===== config.mk =====
export PLATFORM = sky130hd
export DESIGN_NAME = ha_array_reducer_8x8
export DESIGN_NICKNAME = d
export VERILOG_FILES = /design/src/rtl/ha_array_pkg.sv /design/src/rtl/ha_group_value.sv /design/src/rtl/ha_array_reducer_8x8.sv
export SDC_FILE = /design/constraint.sdc
export NUM_CORES = 1
export LEC_CHECK = 0
export BUFFER_PORTS_ARGS = -buffer_cell sky130_fd_sc_hd__buf_2
export CORE_ASPECT_RATIO = 1.4
export CORE_MARGIN = 8
export CORE_UTILIZATION = 60
export DETAILED_ROUTE_END_ITERATION = 6
export GPL_TIMING_DRIVEN = 0
export PLACE_DENSITY = 0.82
export SLEW_MARGIN = 20
export SYNTH_ARGS = -nofsm -noshare
export SYNTH_HDL_FRONTEND = slang
export SYNTH_SLANG_ARGS = --single-unit

===== constraint.sdc =====
create_clock -name clk -period 14.2 [get_ports clk]
set_clock_uncertainty 0.15 [all_clocks]
set_input_delay 1.42 -clock clk [delete_from_list [all_inputs] [get_ports clk]]
set_output_delay 1.42 -clock clk [all_outputs]
set_load 0.02 [all_outputs]

===== src/rtl/ha_array_pkg.sv =====
// Shared types and constants for the 8x8 ha_array reducer.
// Group layout: t holds sum bits at weight 2^i, b holds carry bits at weight 2^(i+2).
package ha_array_pkg;

   localparam int GROUPS = 4;
   localparam int T_W    = 9;
   localparam int B_W    = 7;
   localparam int P_W    = 16;
   localparam int G_W    = 10;
   localparam int A_W    = 17;

   typedef struct packed {
      logic [T_W-1:0] t;
      logic [B_W-1:0] b;
   } ha_group_t;

   typedef enum logic [1:0] {
      IDLE = 2'd0,
      ACC  = 2'd1,
      DONE = 2'd2
   } state_e;

endpackage


===== src/rtl/ha_group_value.sv =====
// Combinational value of one ha_array group: G = t + (b << 2), at most 1019.
module ha_group_value
   import ha_array_pkg::*;
(
   input  ha_group_t        i_grp,
   output logic [G_W-1:0]   o_g
);

   assign o_g = {1'b0, i_grp.t} + {1'b0, i_grp.b, 2'b00};

endmodule


===== src/rtl/ha_array_reducer_8x8.sv =====
// Serial reducer: folds four captured ha_array groups into a 16-bit product, one group per cycle.
// Build macro HA_REDUCE_SAT_EN: saturate product to 16'hFFFF and raise overflow instead of wrapping.
module ha_array_reducer_8x8
   import ha_array_pkg::*;
(
   input  logic             clk,
   input  logic             rst_n,
   input  logic             in_valid,
   output logic             in_ready,
   input  logic [T_W-1:0]   ha_array_0_t,
   input  logic [B_W-1:0]   ha_array_0_b,
   input  logic [T_W-1:0]   ha_array_1_t,
   input  logic [B_W-1:0]   ha_array_1_b,
   input  logic [T_W-1:0]   ha_array_2_t,
   input  logic [B_W-1:0]   ha_array_2_b,
   input  logic [T_W-1:0]   ha_array_3_t,
   input  logic [B_W-1:0]   ha_array_3_b,
   output logic             out_valid,
   input  logic             out_ready,
   output logic [P_W-1:0]   product,
   output logic             overflow
);

   // state | meaning
   // IDLE  | ready for a new group set
   // ACC   | adding group r_cnt into the accumulator
   // DONE  | product presented, waiting for out_ready

   state_e            r_state;
   logic [1:0]        r_cnt;
   ha_group_t         r_grp [GROUPS];
   logic [A_W-1:0]    r_acc;
   logic [P_W-1:0]    r_product;
   logic              r_overflow;
   logic              r_out_valid;
   logic              r_in_ready;

   logic [G_W-1:0]    w_g;
   logic [A_W-1:0]    w_term;
   logic [A_W-1:0]    w_acc_next;
   logic [P_W-1:0]    w_prod;
   logic              w_sat;

   ha_group_value u_group_value (
      .i_grp (r_grp[r_cnt]),
      .o_g   (w_g)
   );

   assign w_term     = {{(A_W-G_W){1'b0}}, w_g} << {r_cnt, 1'b0};
   assign w_acc_next = r_acc + w_term;

`ifdef HA_REDUCE_SAT_EN
   assign w_sat  = w_acc_next[A_W-1];
   assign w_prod = w_sat ? {P_W{1'b1}} : w_acc_next[P_W-1:0];
`else
   assign w_sat  = 1'b0;
   assign w_prod = w_acc_next[P_W-1:0];
`endif

   always_ff @(posedge clk) begin
      if (!rst_n) begin
         r_state     <= IDLE;
         r_cnt       <= 2'd0;
         r_acc       <= '0;
         r_product   <= '0;
         r_overflow  <= 1'b0;
         r_out_valid <= 1'b0;
         r_in_ready  <= 1'b1;
         for (int i = 0; i < GROUPS; i++) r_grp[i] <= '0;
      end else begin
         case (r_state)
            IDLE: begin
               if (in_valid && r_in_ready) begin
                  r_grp[0]   <= {ha_array_0_t, ha_array_0_b};
                  r_grp[1]   <= {ha_array_1_t, ha_array_1_b};
                  r_grp[2]   <= {ha_array_2_t, ha_array_2_b};
                  r_grp[3]   <= {ha_array_3_t, ha_array_3_b};
                  r_acc      <= '0;
                  r_cnt      <= 2'd0;
                  r_in_ready <= 1'b0;
                  r_state    <= ACC;
               end
            end
            ACC: begin
               r_acc <= w_acc_next;
               // Final group: take the result straight from the adder so DONE sees it.
               if (r_cnt == 2'd3) begin
                  r_product   <= w_prod;
                  r_overflow  <= w_sat;
                  r_out_valid <= 1'b1;
                  r_state     <= DONE;
               end else begin
                  r_cnt <= r_cnt + 2'd1;
               end
            end
            DONE: begin
               if (out_ready) begin
                  r_out_valid <= 1'b0;
                  r_in_ready  <= 1'b1;
                  r_state     <= IDLE;
               end
            end
            default: begin
               r_out_valid <= 1'b0;
               r_in_ready  <= 1'b1;
               r_state     <= IDLE;
            end
         endcase
      end
   end

   // Held low while rst_n is asserted; ready the moment reset is released.
   assign in_ready  = r_in_ready & rst_n;
   assign out_valid = r_out_valid;
   assign product   = r_product;
   assign overflow  = r_overflow;

endmodule


Yosys cells after proc, flatten, opt, wreduce, memory -nomap -nowiden
Memories as Yosys holds them, arrays and structs flattened. A register that Yosys moved wholly into a read port is not among the register bits.
Index checks and enable logic that the tools add are counted.

cells by class
  $add $sub $neg = 3
  equality and inequality tests = 7
  shift operators = 1
  multiplexer cells = 26
  bitwise operators = 7
  reduce and logical (&&, ||, !) cells = 9

operator list
  cell                 count
  $mux 16              4
  $pmux 17 s2          1
  $add 17x17->17       1
  $mux 17              1
  $shl 10x3->17        1
  $mux 2               7
  $reduce_and 3->1     4
  $add 9x9->10         1
  $mux 1               9
  $ne 2x2->1 const B   4
  $pmux 1 s3           2
  $pmux 2 s3           1
  $eq 2x2->1 const B   2
  $or 1x1->1           4
  $pmux 2 s2           1
  $reduce_and 2->1     2
  $add 2x1->2 const B  1
  $eq 2x1->1 const B   1
  $logic_not 2->1      1
  $not 1->1            2
  $reduce_bool 2->1    1
  $and 1x1->1          1
  $logic_and 1x1->1    1

storage, ports and cells
  register bits = 39
  bits in writable memories = 64
  bits of input ports = 68
  output and inout port bits = 19
  word-level logic and storage cells = 60
  memories kept = 1

memory list
  name   depth  bits a word  rd ports  clocked after Yosys merged registers in  write ports  RTL line                    source
  r_grp  4      16           1         1                                        4            ha_array_reducer_8x8.sv:31  ha_group_t r_grp [GROUPS];

Longest topological paths before layout
Gate-level depths: netlist of run 1.

  depth after elaboration = 6
  gate-level depth with buffers = 17

By module
A second synthesis of run 1 with hierarchy kept.

unflattened totals
  cell total of the unflattened synthesis = 498
  area, all modules = 5522.8 um^2

by module, submodules not included
  module                instances  cells an instance  area an instance (um^2)
  ha_array_reducer_8x8  1          459                5221.3
  ha_group_value        1          39                 301.5

Worst setup path after synthesis of run 1
Ideal clock, no wire load.

  path type = reg-to-reg
  start point = reg (tool-made name)
  end point = reg r_product[14] (netlist: product[14])
  library setup time = 0.073 ns
  arrival = 4.240 ns
  path slack = 9.736 ns
  stages on the path, launching flop included = 18
  path buffers = 2
  path through = dfxtp_1 buf_2 buf_2 mux4_2 ha_1 a21o_1 a21oi_1 nor2_1 a311oi_1 o21a_1 mux2i_1 ha_1 and2_4 and3_1 a21boi_4 o211ai_4 a2111o_1 o211ai_2

RTL lines
  item                  RTL line                    source
  end signal, assigned  ha_array_reducer_8x8.sv:88  r_product <= w_prod;
  end, declared         ha_array_reducer_8x8.sv:33  logic [P_W-1:0] r_product;

==> impl_metrics.py, run 1 <==
metrics = {
    "floorplan": {
        "rows": 42,
        "start_util_pct": 60.8,
        "core_um2": 9300,
        "dieWidth_um": 98.1,
        "die-area_um2": 12800,
        "die_y_um": 131,
        "io_pins": 87,
    },
    "logic_synthesis": {
        "synthTopCellsByCount": "and3_1 (67), edfxtp_1 (64), nand2_1 (44)",
        "syn_area_per_cell_um2": 10.7,
        "synth.net_count": 620,
        "synth_top_area_share_pct": 34.0,
        "async_flop_share_pct": 0,
        "synth_largest_area_cell": "edfxtp_1",
        "ys_warn_count": 0,
        "synth_ff_type": "edfxtp_1",
        "yosys.cell_types.count": 69,
        "ys_ff_latch": 104,
        "seq_area_frac_synth_pct": 48.1,
        "synthMostInstantiatedCell": "and3_1",
        "synth_area_leaders": "edfxtp_1 (34%), dfxtp_1 (14%), and3_1 (7.4%), mux4_2 (6.4%), ha_1 (5.1%)",
        "syn_area_um2": 5660,
        "synth_cells": 527,
        "synth_edf_count": 64,
    },
    "clock_tree": {
        "ctsResizeCount": 0,
        "postCtsSetupRepairBufs": 0,
        "cts.sinks": 104,
        "cts_inserted_buffers": 9,
        "path_clk_slew_ns": 0.07,
        "cts_buffer_depth": 2,
        "holdBufCountCts": 0,
        "clockRootBuffer": "clkbuf_16",
        "htreeDepth": 3,
        "cts_tree": "done",
        "insertion_delay_ns": 0.34,
    },
    "global_route": {
        "antenna_found_initial": 0,
        "met3_usage_pct": 4.83,
        "met1_usage_pct": 24.5,
        "overflow": 0,
        "grt_pass1_vias": 4793,
        "grt_usage_pct": 22.7,
        "grt_pass1_wl_um": 22900,
        "grt_max_degree": 65,
        "grt_use_met2_pct": 42.7,
        "top_usage_layer": "met2",
    },
    "final_layout": {
        "drive_gt1_share_pct": 22.0,
        "fin_nets": 716,
        "area_growth_syn_to_layout_pct": 15.5,
        "fin_area_um2": 6530,
        "diodes": 0,
    },
    "critical_path": {
        "crit_type": "register to register",
        "cp.arrival_ns": 5.31,
        "cp-start-kind": "register",
        "worstSetupEndpointType": "register",
        "path_max_fanout": 10,
        "required_ns": 14.32,
    },
    "placement": {
        "dp_hpwl_um": 10800,
        "gp_congestion": 0.934,
        "dpl-instance-area_um2": 6250,
        "numPortBuffers": 84,
        "dp_slack_ns": 9.05,
    },
    "detailed_routing": {
        "ant_nets": 0,
        "routed_wl_um": 14300,
        "detail_route.first_pass.iterations": 5,
        "via_count": 4542,
        "wl_per_cell_um": 19.4,
        "drc": 0,
        "drtIter0Drc": 347,
        "via_per_inst": 6.15,
    },
    "pwr": {
        "power.leakage_nw": 2.90,
        "powerDensity_nw_per_um2": 119,
        "power_w": 0.000775,
        "ir_drop_v": 0.0000859,
    },
    "sta": {
        "slew_headroom_pct": 52.2,
        "setup_ws_ns": 9.01,
        "max_freq_ghz": 0.193,
        "setup_viol": 0,
        "min_period_ns": 5.19,
        "slew_viol_final": 0,
        "rsz0062_at_grt": "false",
        "worst_pin_slew_ns": 0.715,
        "period_share_pct": 36.6,
        "setup_tns_ns": 0,
        "hold_viol": 0,
    },
    "job": {
        "max_cap_viol_count": 0,
    },
    "worst_hold_path": {
        "min_path_type": "register to register",
    },
    "outcome": {
        "outcome": "finished clean",
    },
}
## worst paths after layout
check                                from                  endpoint  slack, ns  cells past startpoint
hold / removal    product[5]$_SDFFE_PN0P_   product[5]$_SDFFE_PN0P_       0.31                      2
hold reg to reg   product[5]$_SDFFE_PN0P_   product[5]$_SDFFE_PN0P_       0.31                      2
setup reg to reg                 register  product[14]$_SDFFE_PN0P_       9.01                     17
setup / recovery                 register  product[14]$_SDFFE_PN0P_       9.01                     17
## routing by layer
metal	wire length (µm)	vias to the layer above	share of wire [%]
li1	-	2172	-
met1	5490	2162	38
met2	7670	180	54
met3	774	28	5.4
met4	352	0	2.5
met5	0	-	0
## sequential cells by signal, summed over array words and instances (netlist names), named ones only
signal	cells
out_valid	1
product	16
r_acc	16
r_cnt	2
r_grp	64
r_in_ready	1
r_state	2
## critical path: stages (launching register included)
cell      delay, ns
dfxtp_1        0.31
clkbuf_1       0.33
clkbuf_1       0.55
mux4_2         0.41
ha_1           0.37
a21o_1         0.18
a21oi_1        0.26
nor2_1         0.07
a311oi_1       0.47
o21a_1         0.21
mux2i_1        0.10
ha_1           0.41
and2_4         0.20
and3_1         0.19
a21boi_4       0.28
o211ai_4       0.11
a2111o_1       0.43
o211ai_2       0.08
## kinds of logic (layout without fill, tap and decap cells)
kind of cell / Yosys count / in the layout / share of synthesized area [%]
simple gates: 195 / 195 / 18.1
compound gates: 112 / 112 / 14.1
flops: 104 / 104 / 48.1
buf+inv: 50 / 151 / 3.49
mux: 26 / 26 / 8.20
fa+ha+maj: 25 / 25 / 5.79
xor+xnor: 14 / 14 / 2.17
other cells: 1 / 1 / 0.0663
## through the flow
step                hold slack, ns  utilization (%)  instances
finish                       0.308             70.2        738
CTS                          0.306             70.2        738
floorplan                    0.282                -        527
detailed placement           0.297             67.2        722
global placement             0.291             66.8        721
global route                 0.343             70.2        738
## power by group
| group | internal, W | switching [W] | leakage [nW] | total (W) |
|---|---|---|---|---|
| clock | 0.000122 | 0.000114 | 0.129 | 0.000236 |
| combinational | 0.0000773 | 0.000110 | 1.77 | 0.000188 |
| sequential | 0.000343 | 0.00000763 | 1.01 | 0.000351 |
## layout by cell type, fill, tap and decap left out, types with 14 or more instances in the layout
cell type / instances
ha_1: 23
nor2_1: 30
clkbuf_1: 29
dfxtp_1: 40
and3_1: 67
edfxtp_1: 64
nand3_1: 18
buf_2: 89
nand2_1: 43
mux4_2: 16
inv_1: 14
a21oi_1: 31
## cell type report
class / count / area [µm²]
multi-input cells: 373 / 2750
well taps: 110 / 138
repair buffers: 85 / 448
clock inverters: 6 / 53.8
flip-flops and latches: 104 / 2720
clock buffers: 10 / 229
plain buffers: 35 / 141
inverters: 15 / 56.3
fillers: 673 / 2770
(Power assumes the default switching activity.)
==> inputs of run 2 (changes only) <==
--- a/config.mk
+++ b/config.mk
@@ -8,10 +8,10 @@
 export BUFFER_PORTS_ARGS = -buffer_cell sky130_fd_sc_hd__buf_2
 export CORE_ASPECT_RATIO = 1.4
 export CORE_MARGIN = 8
-export CORE_UTILIZATION = 60
+export CORE_UTILIZATION = 57
 export DETAILED_ROUTE_END_ITERATION = 6
 export GPL_TIMING_DRIVEN = 0
-export PLACE_DENSITY = 0.82
+export PLACE_DENSITY = 0.78
 export SLEW_MARGIN = 20
 export SYNTH_ARGS = -nofsm -noshare
 export SYNTH_HDL_FRONTEND = slang
==> constraint.sdc (replaced) <==
create_clock -name clk -period 5.1 [get_ports clk]
set_clock_uncertainty 0.15 [all_clocks]
set_input_delay 0.51 -clock clk [delete_from_list [all_inputs] [get_ports clk]]
set_output_delay 0.51 -clock clk [all_outputs]
set_load 0.02 [all_outputs]
==> run 2 against run 1 <==
Cell count up 3.4%. Worst hold slack worse by 0.0040 ns. Critical endpoint unchanged. Global-route usage down 1.0 points. Non-clock buffer count unchanged. Sequential power rose to 2.8 times the previous value. Highest routed layer unchanged.
==> impl_metrics.py, run 2 (synthesized netlist as in run 1, its figures left out) <==
metrics = {
    "job": {
        "max_cap_viol_count": 0,
    },
    "critical_path": {
        "worstSetupEndpointType": "register",
        "crit_type": "register to register",
        "cp-start-kind": "register",
        "critical_path.top_delay_family": "compound AO/OA/AOI/OAI gates",
        "slowest_delay_ns": 0.56,
        "cp.arrival_ns": 4.94,
        "required_ns": 5.23,
        "critical_path_depth": 17,
        "path_cells": "buf_2, mux4_2, ha_1, fa_1, a21o_1, a21oi_2, nor2_1, a311oi_2, o21a_1, mux2i_1, ha_2, and2_4, and3_1, a21boi_4, o211ai_4, a2111o_1, o211ai_2",
        "cp_slowest_cell": "mux4_2",
        "r2r_cells": 17,
        "crit_buf_inv": 1,
        "path_max_fanout": 8,
    },
    "sta": {
        "slew_headroom_pct": 53.8,
        "setup_ws_ns": 0.285,
        "max_freq_ghz": 0.208,
        "rsz0062_at_grt": "false",
        "holdWs_ns": 0.304,
        "slew_viol_final": 0,
        "hold_viol": 0,
        "setup_viol": 0,
        "min_period_ns": 4.81,
        "setup_tns_ns": 0,
        "worst_pin_slew_ns": 0.693,
        "period_share_pct": 94.4,
    },
    "final_layout": {
        "drive_gt1_share_pct": 22.6,
        "diodes": 0,
        "largest_register": "r_grp",
        "area_growth_syn_to_layout_pct": 16.7,
        "final_common_cell": "buf_2",
        "largest_reg_flops": 64,
        "utilization_pct": 67.4,
        "fin_nets": 716,
        "final_cell_mix": "buf_2 (88), and3_1 (67), edfxtp_1 (64)",
        "fill_cells": 786,
    },
    "clock_tree": {
        "clockRootBuffer": "clkbuf_16",
        "cts_tree": "done",
        "cts_inserted_buffers": 9,
        "cts_buffer_depth": 2,
        "path_clk_slew_ns": 0.07,
        "htreeDepth": 3,
        "holdBufCountCts": 0,
        "insertion_delay_ns": 0.34,
        "cts.sinks": 104,
    },
    "worst_hold_path": {
        "whs_path_depth": 2,
        "min_path_type": "register to register",
    },
    "floorplan": {
        "rows": 43,
        "start_util_pct": 57.8,
        "die_y_um": 134,
        "dieWidth_um": 100,
        "io_pins": 87,
        "die-area_um2": 13400,
        "core_um2": 9790,
    },
    "detailed_routing": {
        "via_count": 4563,
        "drtIter0Drc": 313,
        "wl_per_cell_um": 18.7,
        "via_per_inst": 5.98,
        "ant_nets": 0,
        "drc": 0,
        "routed_wl_um": 14300,
        "detail_route.first_pass.iterations": 5,
    },
    "global_route": {
        "grt_use_met2_pct": 39.6,
        "grt_pass1_vias": 4808,
        "grt_max_degree": 65,
        "top_usage_layer": "met2",
        "met1_usage_pct": 23.9,
        "grt_pass1_wl_um": 23200,
        "met3_usage_pct": 4.05,
        "overflow": 0,
        "grt_usage_pct": 21.7,
        "antenna_found_initial": 0,
    },
    "placement": {
        "numPortBuffers": 84,
        "dp_slack_ns": 0.00589,
        "dp_hpwl_um": 10900,
        "gp_congestion": 0.951,
    },
    "pwr": {
        "power.leakage_nw": 2.92,
        "power_w": 0.00222,
        "powerDensity_nw_per_um2": 336,
        "ir_drop_v": 0.000263,
    },
    "outcome": {
        "outcome": "finished clean",
    },
}
run 2: final timing paths:
kind	from	to	slack (ns)
min reg2reg	product[4]$_SDFFE_PN0P_	product[4]$_SDFFE_PN0P_	0.30
max	register	product[14]$_SDFFE_PN0P_	0.29
max reg2reg	register	product[14]$_SDFFE_PN0P_	0.29
min	product[4]$_SDFFE_PN0P_	product[4]$_SDFFE_PN0P_	0.30
run 2: worst min-delay path, delay by kind of cell (launching register included):
| kind | cells | cell delay, ns |
|---|---|---|
| flops | 1 | 0.31 |
| simple gates | 1 | 0.05 |
| compound gates | 1 | 0.05 |
run 2: routing by layer:
metal  part of all wire [%]  wire length (µm)
met5                      0                 0
met4                    2.7               391
met3                    5.4               775
met2                     53              7610
met1                     39              5500
run 2: layout make-up:
cell class              count  area, µm²  share of cell area [%]
clock inverters             6       75.1                    1.14
clock buffers              10        229                    3.47
well taps                 135        169                    2.56
multi-input cells         373       2760                    41.8
plain buffers              35        145                    2.20
flip-flops and latches    104       2720                    41.2
inverters                  15       56.3                   0.853
repair buffers             85        448                    6.78
run 2: stage by stage:
stage / std cells / area, µm²
after floorplan: 527 / 5660
after global placement: 746 / 6250
after detailed placement: 747 / 6280
after CTS: 763 / 6590
after global routing: 763 / 6600
final: 763 / 6600
run 2: what timing repair did:
item                                   in CTS  in global routing
setup buffers                               0                  0
setup endpoints to repair                   1                 12
resized for setup                           1                  5
endpoints found under the hold margin       0                  0
run 2: where the power goes:
group	switching (W)	total [W]	internal [W]
registers	0.0000223	0.000977	0.000955
logic	0.000306	0.000525	0.000219
clock network	0.000326	0.000715	0.000389
==> inputs of run 3 (changes only) <==
--- a/config.mk
+++ b/config.mk
@@ -8,10 +8,10 @@
 export BUFFER_PORTS_ARGS = -buffer_cell sky130_fd_sc_hd__buf_2
 export CORE_ASPECT_RATIO = 1.4
 export CORE_MARGIN = 8
-export CORE_UTILIZATION = 57
+export CORE_UTILIZATION = 50
 export DETAILED_ROUTE_END_ITERATION = 6
 export GPL_TIMING_DRIVEN = 0
-export PLACE_DENSITY = 0.78
+export PLACE_DENSITY = 0.7
 export SLEW_MARGIN = 20
 export SYNTH_ARGS = -nofsm -noshare
 export SYNTH_HDL_FRONTEND = slang
==> constraint.sdc (replaced) <==
create_clock -name clk -period 6 [get_ports clk]
set_clock_uncertainty 0.15 [all_clocks]
set_input_delay 0.6 -clock clk [delete_from_list [all_inputs] [get_ports clk]]
set_output_delay 0.6 -clock clk [all_outputs]
set_load 0.02 [all_outputs]
==> run 3 against run 2 <==
Flip-flop and latch count unchanged. Fmax fell by 7.9%. Die area is 12% higher. Non-clock buffer count is the same. Global-route usage down 2.1 points. Clock power is 15% lower. Cell count is 1.2% higher. Largest cell class unchanged.
==> impl_metrics.py, run 3 (synthesized netlist as in run 1, its figures left out) <==
metrics = {
    "sta": {
        "slew_headroom_pct": 52.5,
        "setup_viol": 0,
        "worst_pin_slew_ns": 0.710,
        "hold_viol": 0,
        "min_period_ns": 5.23,
        "setup_tns_ns": 0,
        "holdWs_ns": 0.303,
        "max_freq_ghz": 0.191,
        "slew_viol_final": 0,
        "period_share_pct": 87.1,
        "rsz0062_at_grt": "false",
    },
    "pwr": {
        "ir_drop_v": 0.000160,
        "power.leakage_nw": 2.93,
        "powerDensity_nw_per_um2": 284,
    },
    "final_layout": {
        "drive_gt1_share_pct": 22.1,
        "diodes": 0,
        "multi_input_area_um2": 2750,
        "final_common_cell": "buf_2",
        "largest_reg_flops": 64,
        "utilization_pct": 59.1,
        "final_cell_mix": "buf_2 (89), and3_1 (67), edfxtp_1 (64)",
        "fill_cells": 938,
        "register_area_um2": 2720,
        "fin_nets": 716,
        "area_growth_syn_to_layout_pct": 16.7,
        "largest_register": "r_grp",
    },
    "floorplan": {
        "die-area_um2": 15000,
        "dieWidth_um": 106,
        "start_util_pct": 50.7,
        "rows": 46,
        "core_um2": 11200,
        "io_pins": 87,
        "die_y_um": 142,
    },
    "global_route": {
        "met1_usage_pct": 20.6,
        "grt_max_degree": 65,
        "grt_pass1_vias": 4761,
        "grt_usage_pct": 19.6,
        "antenna_found_initial": 0,
        "grt_use_met2_pct": 36.0,
        "overflow": 0,
        "met3_usage_pct": 3.68,
        "top_usage_layer": "met2",
        "grt_pass1_wl_um": 23200,
    },
    "clock_tree": {
        "htreeDepth": 3,
        "clockRootBuffer": "clkbuf_16",
        "cts.sinks": 104,
        "postCtsSetupRepairBufs": 0,
        "cts_tree": "done",
        "ctsResizeCount": 0,
        "cts_buffer_depth": 2,
        "holdBufCountCts": 0,
        "cts_inserted_buffers": 9,
        "insertion_delay_ns": 0.36,
        "path_clk_slew_ns": 0.08,
    },
    "detailed_routing": {
        "drc": 0,
        "via_per_inst": 5.88,
        "via_count": 4536,
        "wl_per_cell_um": 18.9,
        "drtIter0Drc": 219,
        "detail_route.first_pass.iterations": 6,
        "routed_wl_um": 14600,
        "ant_nets": 0,
    },
    "critical_path": {
        "path_cells": "clkbuf_1, clkbuf_1, mux4_2, ha_1, a21o_1, a21oi_1, nor2_1, a311oi_1, o21a_1, mux2i_1, ha_1, and2_4, and3_1, a21boi_4, o211ai_4, a2111o_1, o211ai_2",
        "r2r_end": "product[14]$_SDFFE_PN0P_",
        "crit_buf_inv": 2,
        "cp-start-kind": "register",
        "rrSetupSlack_ns": 0.77,
        "crit_type": "register to register",
        "slowest_delay_ns": 0.55,
        "path_max_fanout": 10,
        "cp.arrival_ns": 5.36,
        "r2r_cells": 17,
        "required_ns": 6.13,
        "critical_path.top_delay_family": "compound AO/OA/AOI/OAI gates",
        "worstSetupEndpointType": "register",
        "cp_slowest_cell": "clkbuf_1",
    },
    "placement": {
        "gp_congestion": 0.899,
        "dp_hpwl_um": 11100,
        "numPortBuffers": 84,
    },
    "worst_hold_path": {
        "holdCritStartpoint": "product[6]$_SDFFE_PN0P_",
        "whs_endpoint": "product[6]$_SDFFE_PN0P_",
        "min_path_type": "register to register",
        "whs_path_depth": 2,
    },
    "job": {
        "max_cap_viol_count": 0,
    },
    "outcome": {
        "outcome": "finished clean",
    },
}
==> run 3: area by class of cell <==
| class | count | area share (%) |
|---|---|---|
| buffer | 35 | 2.14 |
| sequential | 104 | 41.2 |
| clock inverter | 6 | 1.06 |
| clock buffer | 10 | 3.62 |
| multi-input combinational | 373 | 41.6 |
| inverter | 15 | 0.853 |
| tap | 144 | 2.73 |
| timing repair buffer | 85 | 6.78 |
==> run 3: routing by layer <==
metal	vias up	wire length (µm)
met3	29	771
met5	-	0
met4	0	378
met2	174	7730
li1	2168	-
met1	2165	5730
==> run 3: worst max-delay path by stage <==
stage / start / to / slack (ns) / depth (start not counted)
finish: register / product[14]$_SDFFE_PN0P_ / 0.77 / 17
global route: register / product[14]$_SDFFE_PN0P_ / 0.46 / 17
CTS: register / product[14]$_SDFFE_PN0P_ / 0.78 / 17
detailed placement: register / product[14]$_SDFFE_PN0P_ / 0.83 / 17
global placement: register / product[14]$_SDFFE_PN0P_ / 0.89 / 17
floorplan: register / product[14]$_SDFFE_PN0P_ / 1.54 / 17
==> run 3: power by group <==
group,switching (W),internal (W)
clock network,0.000297,0.000308
registers,0.0000175,0.000811
logic,0.000262,0.000183
total,0.000576,0.00130
==> run 3: worst register-to-register path, cell delays in order, from the launching register on <==
cell      delay [ns]
dfxtp_1         0.32
clkbuf_1        0.35
clkbuf_1        0.56
mux4_2          0.41
ha_1            0.37
a21o_1          0.18
a21oi_1         0.29
nor2_1          0.07
a311oi_1        0.46
o21a_1          0.20
mux2i_1         0.09
ha_1            0.42
and2_4          0.21
and3_1          0.18
a21boi_4        0.27
o211ai_4        0.11
a2111o_1        0.44
o211ai_2        0.07
==> run 3: per-stage QoR <==
step                      area [µm²]  instances  setup WS (ns)  total power [W]
final                           6600        772          0.774          0.00188
after global routing            6600        772          0.464          0.00196
after CTS                       6600        772          0.780          0.00188
after detailed placement        6290        756          0.827          0.00128
after floorplan                 5660        527           1.54          0.00116
after global placement          6260        755          0.890          0.00127
